<file path="src/rtl/snake_draw_engine.sv">
`default_nettype none
// ============================================================================
// Module   : snake_draw_engine
// Brief    : HPS command FIFO feeding a block/clear pixel writer into the VGA
//            pixel buffer, with game-state and score registers.
// Revision : 1.0 - initial release
// ============================================================================
module snake_draw_engine #(
  parameter int unsigned FIFO_DEPTH   = 8,
  parameter int unsigned CELL_LOG2    = 2,
  parameter int unsigned SCREEN_W     = 320,
  parameter int unsigned SCREEN_H     = 240,
  parameter logic [31:0] PX_BASE      = 32'h0800_0000,
  parameter logic [15:0] SNAKE_COLOUR = 16'hFF00,
  parameter logic [15:0] BG_COLOUR    = 16'h0000
) (
  input  logic        clk,
  input  logic        reset,
  input  logic [3:0]  hps_address,
  input  logic        hps_read,
  output logic [31:0] hps_readdata,
  input  logic        hps_write,
  input  logic [31:0] hps_writedata,
  output logic        hps_waitrequest,
  output logic [31:0] vga_px_address,
  output logic        vga_px_write,
  output logic [15:0] vga_px_writedata,
  input  logic        vga_px_waitrequest
);

  localparam int unsigned c_aw = $clog2(FIFO_DEPTH);
  localparam int unsigned c_xw = 9 + CELL_LOG2;
  localparam int unsigned c_yw = 8 + CELL_LOG2;
  localparam logic [c_xw-1:0]      c_w_lim    = c_xw'(SCREEN_W);
  localparam logic [c_yw-1:0]      c_h_lim    = c_yw'(SCREEN_H);
  localparam logic [8:0]           c_clr_xmax = 9'(SCREEN_W - 1);
  localparam logic [7:0]           c_clr_ymax = 8'(SCREEN_H - 1);
  localparam logic [CELL_LOG2-1:0] c_dmax     = '1;
  localparam logic [CELL_LOG2-1:0] c_one_d    = CELL_LOG2'(1);
  localparam logic [13:0] c_cmd_start = 14'd0;
  localparam logic [13:0] c_cmd_end   = 14'd1;
  localparam logic [13:0] c_cmd_add   = 14'd2;
  localparam logic [13:0] c_cmd_del   = 14'd3;
  localparam logic [13:0] c_cmd_score = 14'd4;

  typedef enum logic [1:0] {
    ST_IDLE   = 2'd0,
    ST_DECODE = 2'd1,
    ST_DRAW   = 2'd2,
    ST_CLEAR  = 2'd3
  } state_t;

  // Command FIFO
  logic [31:0]     fifo_mem_q [FIFO_DEPTH];
  logic [c_aw-1:0] wr_ptr_q, rd_ptr_q;
  logic [c_aw:0]   count_q;
  logic            fifo_full, fifo_empty, push, pop;

  state_t                state_q, state_d;
  logic [31:0]           cmd_q, cmd_d;
  logic [CELL_LOG2-1:0]  dx_q, dx_d, dy_q, dy_d;
  logic [8:0]            cx_q, cx_d;
  logic [7:0]            cy_q, cy_d;
  logic                  playing_q, playing_d;
  logic                  snake_col_q, snake_col_d;
  logic [15:0]           score_q, score_d;
  logic                  busy;
  logic [c_xw-1:0]       draw_px;
  logic [c_yw-1:0]       draw_py;
  logic                  draw_in_range;

  assign fifo_full  = (count_q == (c_aw+1)'(FIFO_DEPTH));
  assign fifo_empty = (count_q == '0);
  assign pop        = (state_q == ST_IDLE) && !fifo_empty;
  // A pop in the same cycle frees a slot, so a write against a full FIFO still lands.
  assign push            = hps_write && (hps_address == 4'd0) && (!fifo_full || pop);
  assign hps_waitrequest = hps_write && (hps_address == 4'd0) && fifo_full && !pop;
  assign busy            = (state_q != ST_IDLE);

  always_ff @(posedge clk) begin
    if (push) fifo_mem_q[wr_ptr_q] <= hps_writedata;
  end

  always_ff @(posedge clk or posedge reset) begin
    if (reset) begin
      wr_ptr_q <= '0;
      rd_ptr_q <= '0;
      count_q  <= '0;
    end else begin
      if (push) wr_ptr_q <= wr_ptr_q + c_aw'(1);
      if (pop)  rd_ptr_q <= rd_ptr_q + c_aw'(1);
      case ({push, pop})
        2'b10:   count_q <= count_q + (c_aw+1)'(1);
        2'b01:   count_q <= count_q - (c_aw+1)'(1);
        default: count_q <= count_q;
      endcase
    end
  end

  // Block origin is cell<<CELL_LOG2 and dx < CELL, so concatenation is the exact sum.
  assign draw_px       = {cmd_q[9:1], dx_q};
  assign draw_py       = {cmd_q[17:10], dy_q};
  assign draw_in_range = (draw_px < c_w_lim) && (draw_py < c_h_lim);

  always_comb begin
    vga_px_write     = 1'b0;
    vga_px_address   = PX_BASE;
    vga_px_writedata = '0;
    if (state_q == ST_DRAW && draw_in_range) begin
      vga_px_write     = 1'b1;
      vga_px_address   = PX_BASE | {14'b0, draw_py[7:0], draw_px[8:0], 1'b0};
      vga_px_writedata = snake_col_q ? SNAKE_COLOUR : BG_COLOUR;
    end else if (state_q == ST_CLEAR) begin
      vga_px_write     = 1'b1;
      vga_px_address   = PX_BASE | {14'b0, cy_q, cx_q, 1'b0};
      vga_px_writedata = BG_COLOUR;
    end
  end

  always_comb begin
    state_d     = state_q;
    cmd_d       = cmd_q;
    dx_d        = dx_q;
    dy_d        = dy_q;
    cx_d        = cx_q;
    cy_d        = cy_q;
    playing_d   = playing_q;
    snake_col_d = snake_col_q;
    score_d     = score_q;
    case (state_q)
      ST_IDLE: begin
        if (pop) begin
          cmd_d   = fifo_mem_q[rd_ptr_q];
          state_d = ST_DECODE;
        end
      end
      ST_DECODE: begin
        state_d = ST_IDLE;
        case (cmd_q[31:18])
          c_cmd_start: begin
            playing_d = 1'b1;
            cx_d      = '0;
            cy_d      = '0;
            state_d   = ST_CLEAR;
          end
          c_cmd_end:   playing_d = 1'b0;
          c_cmd_add, c_cmd_del: begin
            if (playing_q) begin
              dx_d        = '0;
              dy_d        = '0;
              snake_col_d = (cmd_q[31:18] == c_cmd_add);
              state_d     = ST_DRAW;
            end
          end
          c_cmd_score: score_d = cmd_q[15:0];
          default: ;
        endcase
      end
      ST_DRAW: begin
        // Off-screen pixels are stepped over without a bus strobe.
        if (!draw_in_range || !vga_px_waitrequest) begin
          if (dx_q == c_dmax) begin
            dx_d = '0;
            if (dy_q == c_dmax) state_d = ST_IDLE;
            else                dy_d    = dy_q + c_one_d;
          end else begin
            dx_d = dx_q + c_one_d;
          end
        end
      end
      ST_CLEAR: begin
        if (!vga_px_waitrequest) begin
          if (cx_q == c_clr_xmax) begin
            cx_d = '0;
            if (cy_q == c_clr_ymax) state_d = ST_IDLE;
            else                    cy_d    = cy_q + 8'd1;
          end else begin
            cx_d = cx_q + 9'd1;
          end
        end
      end
      default: state_d = ST_IDLE;
    endcase
  end

  always_ff @(posedge clk or posedge reset) begin
    if (reset) begin
      state_q     <= ST_IDLE;
      cmd_q       <= '0;
      dx_q        <= '0;
      dy_q        <= '0;
      cx_q        <= '0;
      cy_q        <= '0;
      playing_q   <= 1'b0;
      snake_col_q <= 1'b0;
      score_q     <= '0;
    end else begin
      state_q     <= state_d;
      cmd_q       <= cmd_d;
      dx_q        <= dx_d;
      dy_q        <= dy_d;
      cx_q        <= cx_d;
      cy_q        <= cy_d;
      playing_q   <= playing_d;
      snake_col_q <= snake_col_d;
      score_q     <= score_d;
    end
  end

  always_ff @(posedge clk or posedge reset) begin
    if (reset) begin
      hps_readdata <= '0;
    end else if (hps_read) begin
      case (hps_address)
        4'd0:    hps_readdata <= {16'b0, 8'(count_q), 5'b0, fifo_full, busy, playing_q};
        4'd1:    hps_readdata <= {16'b0, score_q};
        default: hps_readdata <= '0;
      endcase
    end
  end

endmodule
`default_nettype wire

</file>
<file path="config.mk">
export PLATFORM = sky130hd
export DESIGN_NAME = snake_draw_engine
export DESIGN_NICKNAME = d
export VERILOG_FILES = /design/src/rtl/snake_draw_engine.sv
export SDC_FILE = /design/constraint.sdc
export NUM_CORES = 1
export LEC_CHECK = 0
export CAP_MARGIN = 5
export CORE_ASPECT_RATIO = 0.6
export CORE_MARGIN = 8
export CORE_UTILIZATION = 45
export CTS_CLUSTER_SIZE = 16
export DETAILED_ROUTE_END_ITERATION = 12
export PLACE_DENSITY = 0.68
export SLEW_MARGIN = 25
export SYNTH_ARGS = -nofsm -noshare
export SYNTH_HDL_FRONTEND = slang
export SYNTH_SLANG_ARGS = --single-unit
</file>
<file path="constraint.sdc">
create_clock -name clk -period 12.5 [get_ports clk]
set_input_delay 2.5 -clock clk [delete_from_list [all_inputs] [get_ports clk]]
set_output_delay 2.5 -clock clk [all_outputs]
set_load 0.05 [all_outputs]
</file>
==> results of run 1 <==
==> worst max path at each step <==
stage	endpoint	slack, ns	cells after the start	from
global route	hps_waitrequest	5.02	5	hps_address[1]
floorplan	fifo_mem_q[0][0]	5.67	3	hps_address[1]
finish	hps_waitrequest	5.14	5	hps_address[1]
detailed placement	hps_waitrequest	5.18	5	hps_address[1]
CTS	hps_waitrequest	5.17	5	hps_address[1]
global placement	hps_waitrequest	5.23	5	hps_address[1]
==> through the flow <==
stage | area, sq um | std cells | hold slack, ns | setup WS, ns
after global routing | 16900 | 1410 | 0.521 | 5.02
after CTS | 16900 | 1410 | 0.493 | 5.17
final | 16900 | 1410 | 0.485 | 5.14
after global placement | 15700 | 1348 | 0.476 | 5.23
after floorplan | 14700 | 910 | 0.442 | 5.67
after detailed placement | 15700 | 1348 | 0.481 | 5.18
==> worst max-delay path: stages <==
cell and delay (ns):
clkdlybuf4s50_1 0.47, nor4_4 0.60, nand2_1 0.22, nor3_1 0.22, clkdlybuf4s50_1 0.85
==> layer usage <==
metal	vias to the layer above	wire length (microns)	GRT usage, %
met3	57	2270	4.11
met1	4010	14600	24.8
met2	253	13700	23.2
met4	8	541	3.63
met5	-	49	0
li1	3476	-	-
==> cells by family after synthesis <==
| group | share of synthesized area [%] |
|---|---|
| flip-flops | 69.8 |
| multiplexers | 13.8 |
| XOR/XNOR | 0.782 |
| other | 0.0516 |
| buffers and inverters | 3.93 |
| AND/OR/NAND/NOR | 6.16 |
| AO/OA/AOI/OAI | 4.85 |
| adder cells (fa/ha/maj) | 0.601 |
==> registers in the layout, summed over array words and instances, names as in the netlist <==
| name | count |
|---|---|
| state_q | 2 |
| cy_q | 8 |
| wr_ptr_q | 3 |
| dy_q | 2 |
| score_q | 16 |
| cmd_q | 32 |
| fifo_mem_q | 256 |
| cx_q | 9 |
| dx_q | 2 |
| hps_readdata | 16 |
| snake_col_q | 1 |
| playing_q | 1 |
| rd_ptr_q | 3 |
| count_q | 4 |
==> power by group <==
group	total, W	internal, W	switching [W]
clock network	0.00105	0.000626	0.000428
registers	0.00155	0.00137	0.000182
logic	0.000862	0.000393	0.000469
total	0.00347	0.00239	0.00108
==> cell usage in the layout, fill, tap and decap left out, drive strengths merged, types with 31 or more instances in the layout <==
cell           netlist  layout
mux4                64      64
mux2i               33      33
clkdlybuf4s50        0      83
a21oi               48      48
clkbuf              23      48
edfxtp             256     256
nand2               31      31
conb                 2      39
nor2                60      60
dfrtp               99      99
==> final cells by class <==
class | count | share of cell area [%]
inverters | 12 | 0.281
well taps | 424 | 3.14
clock buffers | 48 | 5.96
repair buffers | 101 | 5.74
flip-flops and latches | 355 | 60.2
clock inverters | 14 | 0.874
multi-input cells | 456 | 23.8
==> results.yml, run 1 <==
detailed_routing:
  avgViaCountPerCell: 5.53
  drc_errors: 0
  dr.first_iter.drc_count: 651
  postRouteAntennaNets: 0
  routedWlPerCell_microns: 22.1
  drt-total-wl_mm: 31.2
  dr_total_vias: 7804
  firstDrtPassIters: 5
min_path:
  hold_path_end: "score_q[3]"
  min_path_cells: 1
  hp-class: "reg -> reg"
  hp-start: "score_q[3]"
critical_path:
  startpoint_type: "input port"
  timing.rr.end: "fifo_mem_q[7][31]"
  endpoint_kind: "output port"
  rr_worst_depth: 6
  reg2reg_from: "state_q[1]"
  path_max_fanout: 9
  critical_path_arrival_ns: 4.86
  r2r_slack_ns: 9.42
  critical_path_required_ns: 10.00
  critical_path_class: "in -> out"
run:
  maxCapViolCount: 0
layout:
  drive_above_1_share_pct: 17.5
  n_antenna_cell: 0
  multiInputGateArea_sq_um: 4030
  fillerInstances: 2647
  area_delta_synth_final_pct: 16.1
  utilization_pct: 52.5
  seqCellArea_sq_um: 10200
  nets: 1008
clocking:
  clk_pin_slew_ns: 0.06
  postCtsHoldBufs: 0
  cts_setup_buffers: 0
  cts-resized-gates: 0
  cts_sinks: 355
  ctsHtreeMaxLevel: 2
  clk_path_buf_depth: 3
  root_buffer: "clkbuf_16"
  clock_latency_ns: 0.51
  cts_made_buffers: 34
  cts_tree: "yes"
yosys:
  synth_largest_area_cell: "edfxtp_1"
  synth_edf_count: 256
  avgSynthCellArea_sq_um: 16.7
  synth_most_common_cell: "edfxtp_1"
  synthTopCellsByArea: "edfxtp_1, dfrtp_1, mux4_2"
  yosysWarnings: 0
  synthArstFlopShare_pct: 27.9
  synthFlopType: "edfxtp_1"
  ys_ff_latch: 355
  netlist_area_sq_um: 14600
  synthTopCellsByCount: "edfxtp_1, dfrtp_1, mux4_2"
  synth_seq_area_share_pct: 69.8
  synth_top_area_share_pct: 52.8
  yosysUniqueCellTypes: 63
  syn_inst: 873
power:
  power_density_nw_per_um2: 205
  power_w: 0.00347
  max-vdd-ir-drop_mv: 0.127
  p_leak_nw: 6.02
placement:
  gp_congestion: 0.841
  port-buffer-count: 83
  dp_hpwl_mm: 19.3
sta:
  slew-limit-headroom_pct: 31.8
  maxClockFrequency_mhz: 136
  finalSetupViolations: 0
  period_needed_ns: 7.36
  drv_slew: 0
  finalSetupTns_ns: 0
  skew_ns: 0.0124
  max_slew.worst_pin.slew_ns: 1.02
  finalCritPeriodShare_pct: 58.9
  hold_violations: 0
  rsz0062_at_grt: "no"
global_routing:
  grt_first_pass_wirelength_mm: 48.5
  grt_max_degree: 77
  gr-total-overflow: 0
  antenna_found_initial: 4
  gr-usage-all-layers_pct: 16.3
  grt_pass1_vias: 8007
floorplanning:
  die_h_microns: 155
  die_area_sq_um: 38600
  rows: 51
  io_pins: 123
  start_util_pct: 45.3
  fp.dieW_microns: 248
  core_area_sq_um: 32200
run_status:
  outcome: "completed"
Note: power is estimated with default switching activity, not from simulation.
==> inputs of run 2 (changes only) <==
Settings changed: PLACE_DENSITY 0.68 to 0.7.
Clock period 12.5 ns to 5.9 ns, I/O delays scaled along.
==> run 2 against run 1 <==
Compared with the run above: die area unchanged; count of clock-buffer cells in the layout decreased by 12; setup slack got worse by 4.0 ns; largest cell class unchanged.
==> results.yml, run 2 (same netlist as run 1, synthesis figures left out) <==
layout:
  top_regs: "fifo_mem_q: 256 flops, cmd_q: 32 flops"
  seqCellArea_sq_um: 10200
  largest_register_ffs: 256
  nets: 1002
  fillerInstances: 2628
  final_common_cell: "edfxtp_1"
  final_cell_mix: "edfxtp_1, dfrtp_1, clkdlybuf4s50_1"
  n_antenna_cell: 0
  multiInputGateArea_sq_um: 4030
  drive_above_1_share_pct: 16.8
  area_delta_synth_final_pct: 14.8
  regMostFlops: "fifo_mem_q"
global_routing:
  antenna_found_initial: 1
  grt_max_degree: 63
  grt_pass1_vias: 7648
  gr-usage-all-layers_pct: 16.0
  gr-total-overflow: 0
  grt_first_pass_wirelength_mm: 47.4
sta:
  hold_violations: 0
  maxClockFrequency_mhz: 208
  period_needed_ns: 4.80
  finalCritPeriodShare_pct: 81.4
  rsz0062_at_grt: "no"
  finalSetupTns_ns: 0
  skew_ns: 0.0257
  max_slew.worst_pin.slew_ns: 0.991
  drv_slew: 0
  slew-limit-headroom_pct: 33.9
  finalSetupViolations: 0
critical_path:
  crit_path_top_delay_cell: "clkdlybuf4s50_1"
  startpoint_type: "input port"
  crit_top_cell: "clkdlybuf4s50_1"
  path_max_fanout: 9
  critical_path_required_ns: 4.72
  endpoint_kind: "output port"
  path_cells: "clkdlybuf4s50_1, nor4_4, nand2_1, nor3_1, clkdlybuf4s50_1"
  critical_path_arrival_ns: 3.62
  cpPeakStageDelay_ns: 0.87
  critical_path_class: "in -> out"
run_status:
  outcome: "completed"
floorplanning:
  start_util_pct: 45.3
  io_pins: 123
  die_h_microns: 155
  die_area_sq_um: 38600
  rows: 51
  core_area_sq_um: 32200
  fp.dieW_microns: 248
clocking:
  clk_pin_slew_ns: 0.07
  postCtsHoldBufs: 0
  clock_latency_ns: 0.57
  ctsHtreeMaxLevel: 1
  cts_sinks: 355
  cts_tree: "yes"
  cts-resized-gates: 0
  root_buffer: "clkbuf_16"
  cts_made_buffers: 30
  clk_path_buf_depth: 3
  cts_setup_buffers: 0
power:
  power_w: 0.00714
  p_leak_nw: 5.92
  power_density_nw_per_um2: 427
  max-vdd-ir-drop_mv: 0.215
detailed_routing:
  dr_total_vias: 7787
  drc_errors: 0
  avgViaCountPerCell: 5.57
  routedWlPerCell_microns: 22.1
  firstDrtPassIters: 5
  dr.first_iter.drc_count: 734
  drt-total-wl_mm: 31.0
  postRouteAntennaNets: 0
placement:
  dp_hpwl_mm: 19.8
  gp_congestion: 0.840
  port-buffer-count: 83
min_path:
  hp-class: "reg -> reg"
run:
  maxCapViolCount: 0
==> run 2: changes by cell type in the layout (fill, tap and decap cells not counted), sizes merged <==
cell / change
buf: -2
bufinv: +1
clkbuf: -12
inv: +1
clkinvlp: +1
==> run 2: cell type report <==
cell class | instances | area share [%]
clock inverter | 17 | 1.14
clock buffer | 36 | 4.75
timing repair buffer | 99 | 5.69
sequential | 355 | 60.9
inverter | 12 | 0.285
multi-input combinational | 456 | 24.1
tap | 424 | 3.17
==> run 2: routing by layer <==
layer	track usage, %	wire [microns]	up-vias
met5	0	13	-
met4	2.43	402	2
li1	-	-	3466
met2	22.4	13000	297
met3	3.25	2320	40
met1	25.6	15300	3982
==> run 2: worst paths after layout <==
kind                                     to  depth (start not counted)           start  slack (ns)
hold reg to reg                  score_q[1]                          1      score_q[1]        0.50
setup reg to reg           fifo_mem_q[5][9]                          6      state_q[1]        2.87
min in group asynchronous   hps_readdata[7]                          2           reset        1.12
hold / removal                   score_q[1]                          1      score_q[1]        0.50
max in group asynchronous           cy_q[7]                          3           reset        3.75
setup / recovery            hps_waitrequest                          5  hps_address[1]        1.10
==> run 2: critical path: cells and delay by family <==
kind / cells / cell delay (ns)
AND/OR/NAND/NOR: 3 / 1.11
buffers and inverters: 2 / 1.34
==> run 2: per-stage QoR <==
step	std cells	util, %	cell area, sq um	setup slack, ns	hold slack (ns)
floorplan	910	-	14700	0.390	0.442
global placement	1346	48.9	15700	1.18	0.478
detailed placement	1346	48.9	15700	1.10	0.483
CTS	1399	52.0	16700	1.10	0.497
global route	1399	52.0	16700	0.984	0.511
finish	1399	52.0	16700	1.10	0.496
==> run 2: where the power goes <==
group	switching [W]	total [W]	internal [W]
clock network	0.000881	0.00201	0.00113
logic	0.000963	0.00179	0.000830
registers	0.000432	0.00334	0.00290
total	0.00228	0.00714	0.00486
